### config.mk
export PLATFORM = sky130hd
export DESIGN_NAME = ws2812b_frame_tx
export DESIGN_NICKNAME = d
export VERILOG_FILES = /design/src/rtl/ws2812b_frame_tx.sv
export SDC_FILE = /design/constraint.sdc
export NUM_CORES = 1
export LEC_CHECK = 0
export CAP_MARGIN = 20
export CELL_PAD_IN_SITES_DETAIL_PLACEMENT = 0
export CELL_PAD_IN_SITES_GLOBAL_PLACEMENT = 1
export CORE_UTILIZATION = 29
export DETAILED_ROUTE_END_ITERATION = 6
export PLACE_DENSITY_LB_ADDON = 0.1
export RECOVER_POWER = 50
export SYNTH_ARGS = -nofsm -noshare
export SYNTH_HDL_FRONTEND = slang
export SYNTH_SLANG_ARGS = --single-unit
### constraint.sdc
create_clock -name clk -period 2.03 [get_ports clk]
set_input_delay 0.3045 -clock clk [delete_from_list [all_inputs] [get_ports clk]]
set_output_delay 0.3045 -clock clk [all_outputs]
set_load 0.02 [all_outputs]
### src/rtl/ws2812b_frame_tx.sv
// rtl/ws2812b_frame_tx.sv - WS2812B frame serializer with per-bit pulse timing and latch hold
module ws2812b_frame_tx #(
    parameter int NUM_LEDS     = 4,
    parameter int BIT_CYCLES   = 125,
    parameter int T0H_CYCLES   = 40,
    parameter int T1H_CYCLES   = 80,
    parameter int LATCH_CYCLES = 5000
) (
    input  logic                    clk,
    input  logic                    reset,
    input  logic [NUM_LEDS*24-1:0]  frame,
    input  logic                    start,
    output logic                    busy,
    output logic                    done,
    output logic                    dout
);

    localparam int FRAME_BITS = NUM_LEDS * 24;
    localparam int CNT_MAX    = (LATCH_CYCLES > BIT_CYCLES) ? LATCH_CYCLES : BIT_CYCLES;
    localparam int CNT_W      = $clog2(CNT_MAX);
    localparam int BIT_W      = $clog2(FRAME_BITS + 1);

    // Terminal counts: the cycle counter runs 0..N-1 within each phase
    localparam logic [CNT_W-1:0] T0H_LAST   = CNT_W'(T0H_CYCLES - 1);
    localparam logic [CNT_W-1:0] T1H_LAST   = CNT_W'(T1H_CYCLES - 1);
    localparam logic [CNT_W-1:0] L0_LAST    = CNT_W'(BIT_CYCLES - T0H_CYCLES - 1);
    localparam logic [CNT_W-1:0] L1_LAST    = CNT_W'(BIT_CYCLES - T1H_CYCLES - 1);
    localparam logic [CNT_W-1:0] LATCH_LAST = CNT_W'(LATCH_CYCLES - 1);

    typedef enum logic [1:0] {
        IDLE  = 2'd0,
        HIGH  = 2'd1,
        LOW   = 2'd2,
        LATCH = 2'd3
    } state_t;

    state_t                  state;
    logic [FRAME_BITS-1:0]   shiftReg;
    logic [BIT_W-1:0]        bitCnt;
    logic [CNT_W-1:0]        cycleCnt;
    logic [CNT_W-1:0]        highLast;
    logic [CNT_W-1:0]        lowLast;

    always_comb begin
        highLast = shiftReg[FRAME_BITS-1] ? T1H_LAST : T0H_LAST;
        lowLast  = shiftReg[FRAME_BITS-1] ? L1_LAST  : L0_LAST;
    end

    always_ff @(posedge clk or negedge reset) begin
        if (!reset) begin
            state    <= IDLE;
            shiftReg <= '0;
            bitCnt   <= '0;
            cycleCnt <= '0;
            dout     <= 1'b0;
            busy     <= 1'b0;
            done     <= 1'b0;
        end else begin
            done <= 1'b0;
            case (state)
                IDLE: begin
                    if (start) begin
                        shiftReg <= frame;
                        bitCnt   <= BIT_W'(FRAME_BITS);
                        cycleCnt <= '0;
                        dout     <= 1'b1;
                        busy     <= 1'b1;
                        state    <= HIGH;
                    end
                end
                HIGH: begin
                    if (cycleCnt == highLast) begin
                        cycleCnt <= '0;
                        dout     <= 1'b0;
                        state    <= LOW;
                    end else begin
                        cycleCnt <= cycleCnt + CNT_W'(1);
                    end
                end
                LOW: begin
                    if (cycleCnt == lowLast) begin
                        // Bit period complete: advance to the next bit with no gap
                        cycleCnt <= '0;
                        shiftReg <= {shiftReg[FRAME_BITS-2:0], 1'b0};
                        bitCnt   <= bitCnt - BIT_W'(1);
                        if (bitCnt == BIT_W'(1)) begin
                            state <= LATCH;
                        end else begin
                            dout  <= 1'b1;
                            state <= HIGH;
                        end
                    end else begin
                        cycleCnt <= cycleCnt + CNT_W'(1);
                    end
                end
                LATCH: begin
                    if (cycleCnt == LATCH_LAST) begin
                        cycleCnt <= '0;
                        busy     <= 1'b0;
                        done     <= 1'b1;
                        state    <= IDLE;
                    end else begin
                        cycleCnt <= cycleCnt + CNT_W'(1);
                    end
                end
                default: state <= IDLE;
            endcase
        end
    end

endmodule

### After elaboration in Yosys (flattened, before gate mapping)

Index checks and enable logic that the tools add are counted.

| word-level totals | value |
|---|---|
| register bits after elaboration | 121 |
| bits of input ports | 99 |

| cells by class | value |
|---|---|
| $add $sub $neg | 2 |
| equal/unequal tests | 12 |
| muxes and demuxes | 28 |
| reduce and logical (&&, ||, !) cells | 8 |

Operator list:

| cell | number |
|---|---|
| 96-bit two-way mux | 2 |
| 96-bit case mux with 2 select lines | 1 |
| 13-bit two-way mux | 4 |
| 13-bit case mux with 4 select lines | 1 |
| 7-bit two-way mux | 4 |
| 13-bit by 7-bit == test with 1-bit output | 2 |
| 7-bit case mux with 2 select lines | 1 |
| 13-bit by 1-bit adder with 13-bit output, second input constant | 1 |
| 13-bit == test, second input constant | 1 |
| 2-bit two-way mux | 5 |
| 2-bit inequality test, second input constant | 5 |
| 2-bit case mux with 4 select lines | 1 |
| 7-bit by 1-bit == test with 1-bit output, second input constant | 1 |
| 1-bit two-way mux | 7 |
| 7-bit by 1-bit subtractor with 7-bit output, second input constant | 1 |
| 3-bit AND reduction | 2 |
| 5-bit AND reduction | 1 |
| 2-bit == test, second input constant | 2 |
| 4-bit AND reduction | 1 |
| 2-bit nonzero test | 2 |
| 1-bit case mux with 3 select lines | 1 |
| 3-bit nonzero test | 1 |
| 2-bit by 1-bit == test with 1-bit output, second input constant | 1 |
| 2-bit logical NOT | 1 |
| 1-bit case mux with 2 select lines | 1 |

### Longest topological paths before layout

Gate-level depths: netlist of run 1.

| depth | value |
|---|---|
| depth after elaboration | 4 |
| gate-level depth with buffers | 8 |
| mapped depth without buffers | 6 |

### Least setup slack after synthesis of run 1

OpenSTA, ideal clock, no wires.

| path | value |
|---|---|
| path type | register to register |
| start | register cycleCnt[6] |
| end | register cycleCnt[6] |
| arrival time | 1594 ps |
| required time | 1910 ps |
| slack | 315 ps |
| stages on the path, launching flop included | 8 |
| buffers on the path | 2 |
| cells stage by stage | dfrtp_1 buf_2 and4bb_1 o21ai_2 o21ai_0 buf_2 nand3_2 a31o_2 |

| on the way | value |
|---|---|
| word-level cells in the longest chain between the ends | 3 |
| elaborated cells on any way between the ends | 8 |
| classes of those cells | add/sub (1); eq/ne (3); mux (4) |

RTL lines:

| element | line | RTL |
|---|---|---|
| start, declared | 40 | `logic [CNT_W-1:0] cycleCnt;` |
| start signal, assigned | 77 | `cycleCnt <= cycleCnt + CNT_W'(1);` |
| start signal, assigned | 93 | `cycleCnt <= cycleCnt + CNT_W'(1);` |
| start signal, assigned | 103 | `cycleCnt <= cycleCnt + CNT_W'(1);` |
| 13-bit by 1-bit adder with 13-bit output, or another cell as far along | 77, 93, 103 |  |
| 13-bit two-way mux (on tied branches) | 97, 72, 81 |  |
| 13-bit case mux with 4 select lines * | 60 | `case (state)` |

Every way passes the cells marked *; elsewhere a longest branch is shown, timed or not.
A chain may end at the register's enable or synchronous reset.

### Worst setup path in the final report of run 1

| path | value |
|---|---|
| start | register cycleCnt[4] |
| end | register bitCnt[4] |

| on the way | value |
|---|---|
| word-level cells in the longest chain between the ends | 3 |

RTL lines:

| element | line | RTL |
|---|---|---|
| 13-bit by 7-bit == test with 1-bit output | 81 | `if (cycleCnt == lowLast) begin` |
| 2-bit inequality test (no line) | n/a |  |
| 3-bit AND reduction (no line) | n/a |  |
| end signal, assigned | 64 | `bitCnt <= BIT_W'(FRAME_BITS);` |
| end signal, assigned | 85 | `bitCnt <= bitCnt - BIT_W'(1);` |
| end, declared | 39 | `logic [BIT_W-1:0] bitCnt;` |

Every way passes these cells.

==> results of run 1 <==
[power breakdown]
group | total [W] | internal, W | switching, W
combinational | 0.000291 | 0.000181 | 0.000110
clock | 0.00323 | 0.00211 | 0.00112
sequential | 0.00241 | 0.00241 | 0
total | 0.00594 | 0.00471 | 0.00123
[cell usage after synthesis (3+ instances only)]
master    instances
nand2_1         204
clkbuf_1         25
inv_1             7
dfrtp_1         121
a31oi_1          98
nand2b_1          3
o21ai_1           6
buf_2            13
nand4_1           4
and3_1            7
a311o_1           6
nor2_1          101
a31o_2            3
buf_6            10
nand3_1          13
nor2b_1           5
nor3_1            4
o21ai_0          16
ha_1              4
o31ai_1           4
[repair_timing]
| action | CTS | global route |
|---|---|---|
| buffers inserted | 0 | 2 |
| endpoints found under the setup margin | 0 | 106 |
| resized for setup | 0 | 7 |
| hold endpoints to repair | 121 | 0 |
| hold buffers | 1 | 0 |
[state kept, by name, summed over array words and instances, names as in the netlist]
name	flops
shiftReg	96
cycleCnt	13
done	1
bitCnt	7
dout	1
busy	1
state	2
[routing by layer]
metal / GRT usage / vias up / routed length [um]
met5: 0 / - / 25
met1: 0.2201 / 2414 / 7586
met3: 0.03808 / 14 / 641
li1: - / 2562 / -
met4: 0.05319 / 4 / 140
met2: 0.2390 / 102 / 6766
[cell families (layout without fill, tap and decap cells)]
| group | Yosys count | count (layout) | share of synthesized area |
|---|---|---|---|
| compound gates | 148 | 148 | 0.1640 |
| xor+xnor | 3 | 3 | 0.004484 |
| fa+ha+maj | 4 | 4 | 0.008540 |
| buf+inv | 57 | 168 | 0.05337 |
| flops | 121 | 121 | 0.5167 |
| mux | 1 | 1 | 0.001708 |
| simple gates | 355 | 355 | 0.2513 |
[worst max-delay path by stage]
stage | startpoint | to | slack (ps) | cells after the start
2_1_floorplan | cycleCnt[6] | cycleCnt[6] | 320 | 7
5_1_grt | cycleCnt[9] | shiftReg[85] | -9 | 7
3_3_place_gp | cycleCnt[0] | cycleCnt[2] | 30 | 7
3_5_place_dp | cycleCnt[7] | shiftReg[15] | 70 | 7
4_1_cts | cycleCnt[7] | shiftReg[3] | 60 | 7
6_report | cycleCnt[4] | bitCnt[4] | 120 | 5
[area by class of cell]
type	instances	area [um2]
fill	2030	11750
tap	265	331.6
inverter	7	26.28
sequential	121	3032
clock inverter	12	172.7
timing repair buffer	129	1323
multi-input combinational	511	2565
clock buffer	20	456.7
[critical path: stages (launching register included)]
cell,delay (ps)
dfrtp_1,460
and4bb_1,370
o21a_1,180
nand4_1,240
o311ai_0,370
o41ai_1,140
[metrics by stage]
| step | std cells | area, um2 | util |
|---|---|---|---|
| after floorplan | 689 | 5861 | - |
| final | 1065 | 7906 | 0.4023 |
| after global routing | 1065 | 7906 | 0.4023 |
| after global placement | 1030 | 7251 | 0.3689 |
| after detailed placement | 1030 | 7251 | 0.3689 |
| after CTS | 1063 | 7890 | 0.4015 |
[cells in the final DEF, fill, tap and decap left out, drive strengths merged, types with 2 or more instances in the layout]
master	synthesis	routed
and2	2	2
a31oi	98	98
bufinv	0	4
and4bb	2	2
a21o	2	2
nand2	204	204
clkdlybuf4s50	0	100
a311o	6	6
dfrtp	121	121
o31ai	5	5
nor3	4	4
ha	4	4
or2	2	2
inv	7	7
nor2	101	101
a21oi	2	2
clkbuf	25	22
nand2b	3	3
o21a	2	2
nor2b	5	5
and3	7	7
xor2	2	2
nor4	2	2
nand4	4	4
clkinv	0	6
o21ai	23	23
buf	25	26
nand3	14	14
a31o	3	3
nor3b	2	2
clkinvlp	0	2
==> metrics.md, run 1 <==
| Metric | Value |
|---|---|
| Ant. Diodes | `0` |
| TritonCTS buffer count | `17` |
| Core area | `0.01965 mm2` |
| Vias/cell | `4.785` |
| CTS max path bufs | `2` |
| Global-route wire length before repair | `25420 um` |
| Setup ws final | `119.2 ps` |
| Core Rows | `about 50` |
| Root Driver | `clkbuf_16` |
| Worst EP required | `2300 ps` |
| Endpoints failing hold | `0` |
| Startpoint types | `register` |
| Routed Antenna Nets | `0` |
| Avg WL per Cell | `14.23 um` |
| F_max | `523.3 MHz` |
| Setup TNS | `0 ps` |
| Worst hold-check path type | `in -> reg` |
| GP Congestion | `0.8294` |
| Power per cell area | `750.9 mW/mm2` |
| Die Width | `144.2 um` |
| Mapped Avg Cell Area | `8.506 um2` |
| Register clock-pin slew on the reported worst setup and hold paths | `60 ps` |
| Outcome | `completed` |
| Tcrit/Tclk final | `0.9413` |
| 1st-pass router iterations | `4` |
| R2R Path End | `bitCnt[4]` |
| Area leader, netlist | `dfrtp_1` |
| Final Critical Period | `1911 ps` |
| Synth Register Bits | `121` |
| Top-Level Pins | `102` |
| Max cap viols | `0` |
| Depth of the most critical reg-to-reg path | `5` |
| Hold WS | `around 450 ps` |
| Via Count | `5096` |
| Global-route usage over all layers | `0.1581` |
| Cells after Synth | `689` |
| Synth Warn # | `0` |
| Setup Skew | `between 10 and 15 ps` |
| Final Total Pwr | `0.005937 W` |
| H-tree levels | `4` |
| Total global routing overflow | `0` |
| Pre-CTS setup slack | `around 66 ps` |
| Worst r2r src | `cycleCnt[4]` |
| Max-slew violations | `0` |
| Asr flop ratio synth | `1.000` |
| Largest net degree at the start of global routing | `a little under 100` |
| Prevailing post-synth register cell | `dfrtp_1` |
| Die ar. | `0.02078 mm2` |
| Critical Path End Type | `register` |
| Number of buffers added on ports | `slightly above 100` |
| CTS Sinks | `121` |
| Slew Limit Headroom | `0.1493` |
| Synth unique cells | `48` |
| Initial drt markers | `233` |
| Clock insertion delay at the later pin of the skew report | `around 410 ps` |
| CTS tree | `done` |
| Synthesized area | `0.005861 mm2` |
| Top cell type's share of synthesized area | `0.5167` |
| Layout cell share with drive strength beyond 1 | `0.09375` |
| Post-synth EDFFs | `0` |
| Number of global-route vias before repair | `5005` |
| Synth area leaders | `dfrtp_1 52%, nand2_1 13%, a31oi_1 10%` |
| Worst Hold End | `shiftReg[21]` |
| Worst-margin pin slew | `1276 ps` |
| Leakage | `3.020 nW` |
| HP Start | `frame[21]` |
| Die height | `144.2 um` |
| DRC Markers | `0` |
| Final wirelength | `roughly 15000 um` |
| Crit Path Max Fanout | `7` |
| Fin nets | `890` |
| WS Path Type | `reg -> reg` |
| Seq/Total Area, Yosys | `0.5167` |
| Starting density of the core | `0.2982` |
| Post-DP HPWL | `9801 um` |
| Synthesized net count | `around 790` |
| Hold Path Stages | `3` |
| Worst path arrival time | `2180 ps` |
| Initial antenna violation count | `2` |
| R2r setup slk | `120 ps` |
| Final count of negative-setup-slack endpoints | `0` |
| P&R area growth vs syn | `34.91%` |
| Peak supply drop | `roughly 0.00049 V` |
Power figures use the tool's default switching activity.
==> run 2: changes to the inputs <==
--- a/config.mk
+++ b/config.mk
@@ -10,8 +10,11 @@
 export CELL_PAD_IN_SITES_GLOBAL_PLACEMENT = 1
 export CORE_UTILIZATION = 29
 export DETAILED_ROUTE_END_ITERATION = 6
+export DONT_BUFFER_PORTS = 1
+export MAX_ROUTING_LAYER = met4
 export PLACE_DENSITY_LB_ADDON = 0.1
 export RECOVER_POWER = 50
+export REMOVE_ABC_BUFFERS = 1
 export SYNTH_ARGS = -nofsm -noshare
 export SYNTH_HDL_FRONTEND = slang
 export SYNTH_SLANG_ARGS = --single-unit
==> run 2 against run 1 <==
  * The run now ends with negative hold slack left
  * Hold slack got worse by 860 ps
  * Critical path depth rose by 2
  * Final area fell by 12%
  * Maximum frequency rose by 0.64%
  * Non-clock buffer count fell by 95
==> metrics.md, run 2 (synthesis results as in run 1) <==
| Metric | Value |
|---|---|
| Core Rows | `51` |
| 1st-pass router iterations | `5` |
| Top-Level Pins | `102` |
| H-tree levels | `4` |
| Peak supply drop | `0.0005165 V` |
| Max reg flops | `96` |
| CTS tree | `done` |
| Worst path arrival time | `between 2000 and 2500 ps` |
| GP Congestion | `0.7825` |
| Largest net degree at the start of global routing | `122` |
| Crit Path Max Fanout | `34` |
| Critical Path End Type | `register` |
| RSZ-0062 raised after global routing | `true` |
| Clock insertion delay at the later pin of the skew report | `410 ps` |
| Global-route usage over all layers | `0.1548` |
| WP depth | `7` |
| Initial drt markers | `288` |
| Global-route wire length before repair | `23920 um` |
| Worst-margin pin slew | `551.7 ps` |
| Final Critical Period | `1899 ps` |
| Crit path largest cell delay | `480 ps` |
| CTS Sinks | `121` |
| Max cap viols | `0` |
| Max-slew violations | `0` |
| TritonCTS buffer count | `17` |
| Worst hold-check path type | `in -> async` |
| Die height | `about 140 um` |
| CP max-delay cell | `dfrtp_2` |
| Starting density of the core | `0.2982` |
| WS Path Type | `reg -> reg` |
| Vias/cell | `approximately 5` |
| Hold WS | `-412.6 ps` |
| Initial antenna violation count | `0` |
| Cells along the critical path | `and4bb_1 -> o21ai_2 -> o31ai_4 -> buf_6 -> buf_12 -> nor2_1 -> a31oi_1` |
| Outcome | `finished, violations left` |
| Slew Limit Headroom | `0.6322` |
| P&R area growth vs syn | `18.47%` |
| Routed Antenna Nets | `0` |
| Root Driver | `clkbuf_16` |
| Top Registers | `shiftReg: 96 flops, cycleCnt: 13 flops, bitCnt: 7 flops` |
| Total global routing overflow | `0` |
| Largest register by flop count | `shiftReg` |
| Ant. Diodes | `0` |
| Via Count | `4865` |
| Die Width | `around 140 um` |
| Setup TNS | `0 ps` |
| Placed inst area | `0.006225 mm2` |
| Post-DP HPWL | `9636 um` |
| Setup Skew | `roughly 6.2 ps` |
| Post-Layout Inst Area | `0.006943 mm2` |
| Final wirelength | `14690 um` |
| F_max | `526.7 MHz` |
| Depth of the most critical reg-to-reg path | `7` |
| Failing checks | `negative hold slack` |
| Fin nets | `between 700 and 800` |
| Final count of negative-setup-slack endpoints | `0` |
| Number of buffers added on ports | `0` |
| Commonest non-fill, non-tap cells in the layout | `204 x nand2_1, 119 x dfrtp_1, 98 x a31oi_1, 97 x nor2_1, 24 x buf_4` |
| CTS max path bufs | `2` |
| Commonest non-fill, non-tap cell in the layout | `nand2_1` |
| Startpoint types | `register` |
| Avg WL per Cell | `15.14 um` |
| Register clock-pin slew on the reported worst setup and hold paths | `60 ps` |
| Die ar. | `just over 0.02 mm2` |
| DRC Markers | `0` |
| Power per cell area | `814.9 mW/mm2` |
| Family with the most delay on the worst path | `compound AO/OA/AOI/OAI gates` |
| Worst EP required | `about 2400 ps` |
| Sum of buffers and inverters on the critical path | `2` |
| Core area | `0.01965 mm2` |
| Layout cell share with drive strength beyond 1 | `0.1234` |
| Number of global-route vias before repair | `4775` |
| # hold bufs at CTS | `1` |
| Leakage | `~2.6 nW` |
| Endpoints failing hold | `roughly 120` |
| Tcrit/Tclk final | `0.9353` |
## run 2: what timing repair did
item | in CTS | in global routing
gates cloned | 0 | 1
gates resized for setup | 2 | 12
buffers inserted | 0 | 1
pin swaps | 0 | 1
endpoints found under the hold margin | 122 | 121
endpoints found under the setup margin | 2 | 101
## run 2: power by group
group	internal (W)	total [W]	switching, W	leakage (nW)
sequential	0.00241	0.00241	0	1.11
clock	0.00209	0.00319	0.00110	0.304
combinational	0.0000201	0.0000517	0.0000317	1.24
total	0.00453	0.00566	0.00113	2.65
## run 2: worst paths after layout
path | start | to | slack [ps]
max | cycleCnt[6] | shiftReg[16] | 130
min | reset | cycleCnt[5] | -410
max reg2reg | cycleCnt[6] | shiftReg[16] | 130
min reg2reg | shiftReg[0] | shiftReg[0] | 510
max in group asynchronous | reset | shiftReg[8] | 2260
min in group clk | frame[22] | shiftReg[22] | 40
## run 2: area by class of cell
cell class / instances / area, um2
clock inverter: 10 / 140.1
tap: 265 / 331.6
timing repair buffer: 34 / 349.1
fill: 2139 / 12710
multi-input combinational: 511 / 2571
clock buffer: 22 / 494.2
inverter: 7 / 26.28
sequential: 121 / 3030
## run 2: metal layers
metal | up-vias | track usage | wire [um]
met4 | 0 | 0.06260 | 225
met2 | 96 | 0.2449 | 6967
met5 | - | - | 0
met3 | 16 | 0.03311 | 532
li1 | 2373 | - | -
met1 | 2380 | 0.1924 | 6964
## run 2: through the flow
stage / util / power, W / cells / worst slack, ps / hold WS [ps]
finish: 0.3533 / 0.005658 / 970 / 131.3 / -412.6
global route: 0.3533 / 0.005900 / 970 / -0.2773 / -440.6
CTS: 0.3498 / 0.005765 / 968 / 45.20 / -433.9
detailed placement: 0.3167 / 0.002507 / 935 / -1.874 / 16.26
global placement: 0.3167 / 0.002507 / 935 / 69.25 / 15.68
floorplan: - / 0.002494 / 639 / -6749 / 8.909
==> run 3: changes to the inputs <==
--- a/config.mk
+++ b/config.mk
@@ -8,7 +8,7 @@
 export CAP_MARGIN = 20
 export CELL_PAD_IN_SITES_DETAIL_PLACEMENT = 0
 export CELL_PAD_IN_SITES_GLOBAL_PLACEMENT = 1
-export CORE_UTILIZATION = 29
+export CORE_UTILIZATION = 47
 export DETAILED_ROUTE_END_ITERATION = 6
 export DONT_BUFFER_PORTS = 1
 export MAX_ROUTING_LAYER = met4
==> run 3 against run 2 <==
  * The run still ends with negative hold slack left
  * Sequential share of layout area up 0.52 points
  * Clock skew up 3.5 ps
  * Final cell count down 11%
  * Final area down 1.2%
  * Critical endpoint is now shiftReg[49]
==> metrics.md, run 3 (synthesis results as in run 1) <==
| Metric | Value |
|---|---|
| Max-slew violations | `0` |
| Worst path arrival time | `2320 ps` |
| WS Path Type | `reg -> reg` |
| CTS tree | `done` |
| DRC Markers | `0` |
| TritonCTS buffer count | `17` |
| Vias/cell | `5.605` |
| Hold WS | `-419.0 ps` |
| Global-route usage over all layers | `0.2167` |
| P&R area growth vs syn | `17.02%` |
| Largest net degree at the start of global routing | `about 120` |
| Leakage | `2.651 nW` |
| Pre-CTS setup slack | `26.75 ps` |
| Power per cell area | `824.3 mW/mm2` |
| CP max-delay cell | `dfrtp_1` |
| Cells along the critical path | `nor4_4 -> nand3_2 -> o31ai_4 -> buf_6 -> clkbuf_16 -> nor2_1 -> a31oi_1` |
| Number of global-route vias before repair | `4263` |
| CTS Sinks | `121` |
| Post-DP HPWL | `around 8000 um` |
| R2R Path End | `shiftReg[49]` |
| CP startpoint | `cycleCnt[9]` |
| Commonest non-fill, non-tap cell in the layout | `nand2_1` |
| Max cap viols | `0` |
| Register clock-pin slew on the reported worst setup and hold paths | `50 ps` |
| Final Core Density | `0.5686` |
| F_max | `505.1 MHz` |
| GP Congestion | `0.8308` |
| RSZ-0062 raised after global routing | `true` |
| Combinational group share of total power | `0.009` |
| Crit path largest cell delay | `420 ps` |
| Placed inst area | `0.006006 mm2` |
| Layout cell share with drive strength beyond 1 | `0.1117` |
| Commonest non-fill, non-tap cells in the layout | `204 x nand2_1, 120 x dfrtp_1, 98 x nor2_1, 95 x a31oi_1, 22 x clkbuf_16` |
| Crit Path Max Fanout | `24` |
| Top-Level Pins | `102` |
| Endpoints failing hold | `121` |
| Worst setup path end | `shiftReg[49]` |
| R2r setup slk | `50 ps` |
| Die height | `approximately 110 um` |
| Fin nets | `788` |
| Cell Count, Final, Fillers Out | `866` |
| Top Registers | `shiftReg: 96 flops, cycleCnt: 13 flops, bitCnt: 7 flops` |
| Die Width | `113.7 um` |
| Core Rows | `40` |
| Initial drt markers | `461` |
| Startpoint types | `register` |
| Internal power | `0.004558 W` |
| Failing checks | `negative hold slack` |
| Reg power frac | `0.427` |
| Core area | `~0.012 mm2` |
| Initial antenna violation count | `0` |
| Final count of negative-setup-slack endpoints | `0` |
| Clock insertion delay at the later pin of the skew report | `420 ps` |
| Tcrit/Tclk final | `0.9752` |
| Final Critical Period | `1980 ps` |
| Setup Skew | `9.779 ps` |
| Worst EP required | `2370 ps` |
| Via Count | `4854` |
| Dpl cells | `825` |
| Filler cell count | `1137` |
| Worst-margin pin slew | `467.0 ps` |
| Worst hold-check path type | `in -> async` |
| 1st-pass router iterations | `5` |
| Slew Limit Headroom | `0.6886` |
| Clock power share | `0.563` |
| Max reg flops | `96` |
| Post-Layout Inst Area | `between 0.006 and 0.007 mm2` |
| # hold bufs at CTS | `1` |
| Root Driver | `clkbuf_16` |
| H-tree levels | `4` |
| Die ar. | `0.01292 mm2` |
| Ant. Diodes | `0` |
| Routed Antenna Nets | `0` |
| CTS max path bufs | `2` |
| Final wirelength | `13850 um` |
| Setup ws final | `50.33 ps` |
| Peak supply drop | `0.0005604 V` |
| Starting density of the core | `0.4859` |
| Number of buffers added on ports | `0` |
| Total global routing overflow | `0` |
| Depth of the most critical reg-to-reg path | `7` |
| Outcome | `finished, violations left` |
| Global-route wire length before repair | `20910 um` |
| Sw Pwr | `0.001094 W` |
| Sw Ratio | `0.1936` |
| Worst r2r src | `cycleCnt[9]` |
| Avg WL per Cell | `15.99 um` |
| Critical Path End Type | `register` |
| Largest register by flop count | `shiftReg` |
run 3: power groups by stage:
stage,Combinational [W],Clock (W),Sequential (W)
after CTS,0.0000544,0.00323,0.00241
after global routing,0.0000631,0.00335,0.00241
after global placement,0.0000531,0,0.00246
after detailed placement,0.0000525,0,0.00246
after floorplan,0.0000374,0,0.00246
final,0.0000531,0.00319,0.00241
run 3: layer usage:
metal  track usage  vias up  share of wire  routed length (um)
met1        0.2904     2345           0.45                6250
met5             -        -              0                   0
met2        0.3130      130           0.47                6556
met3       0.06004       16          0.060                 831
met4       0.08333        0          0.015                 210
li1              -     2363              -                   -
run 3: area by class of cell:
type	count	area (um2)	area share
clock inverter	6	108.9	0.01587
tap	168	210.2	0.03065
inverter	7	26.28	0.003831
clock buffer	26	519.2	0.07572
timing repair buffer	27	366.6	0.05346
multi-input combinational	511	2597	0.3788
sequential	121	3029	0.4417
run 3: worst min path at each step:
| stage | cells past startpoint | endpoint | slack, ps |
|---|---|---|---|
| floorplan | 0 | bitCnt[0] | 9 |
| global placement | 0 | cycleCnt[8] | 10 |
| detailed placement | 0 | cycleCnt[11] | 10 |
| CTS | 0 | done | -440 |
| global route | 0 | bitCnt[3] | -440 |
| finish | 0 | cycleCnt[8] | -420 |
run 3: critical path, delay by kind of cell, from the launching register on:
kind	cells	cell delay (ps)
buf+inv	2	440
compound gates	2	480
simple gates	3	550
flops	1	420
run 3: per-stage QoR:
step	TNS [ps]	power [W]	hold WS (ps)
2_1_floorplan	-713160	0.002494	8.909
3_3_place_gp	0	0.002509	13.57
3_5_place_dp	0	0.002509	12.67
4_1_cts	0	0.005701	-437.6
5_1_grt	-565.0	0.005826	-440.8
6_report	0	0.005653	-419.0
run 3: timing repair:
item                                    in CTS  in global routing
buffers inserted                             0                  2
gates resized for setup                      0                 18
endpoints found under the setup margin       0                108
endpoints found under the hold margin      122                121
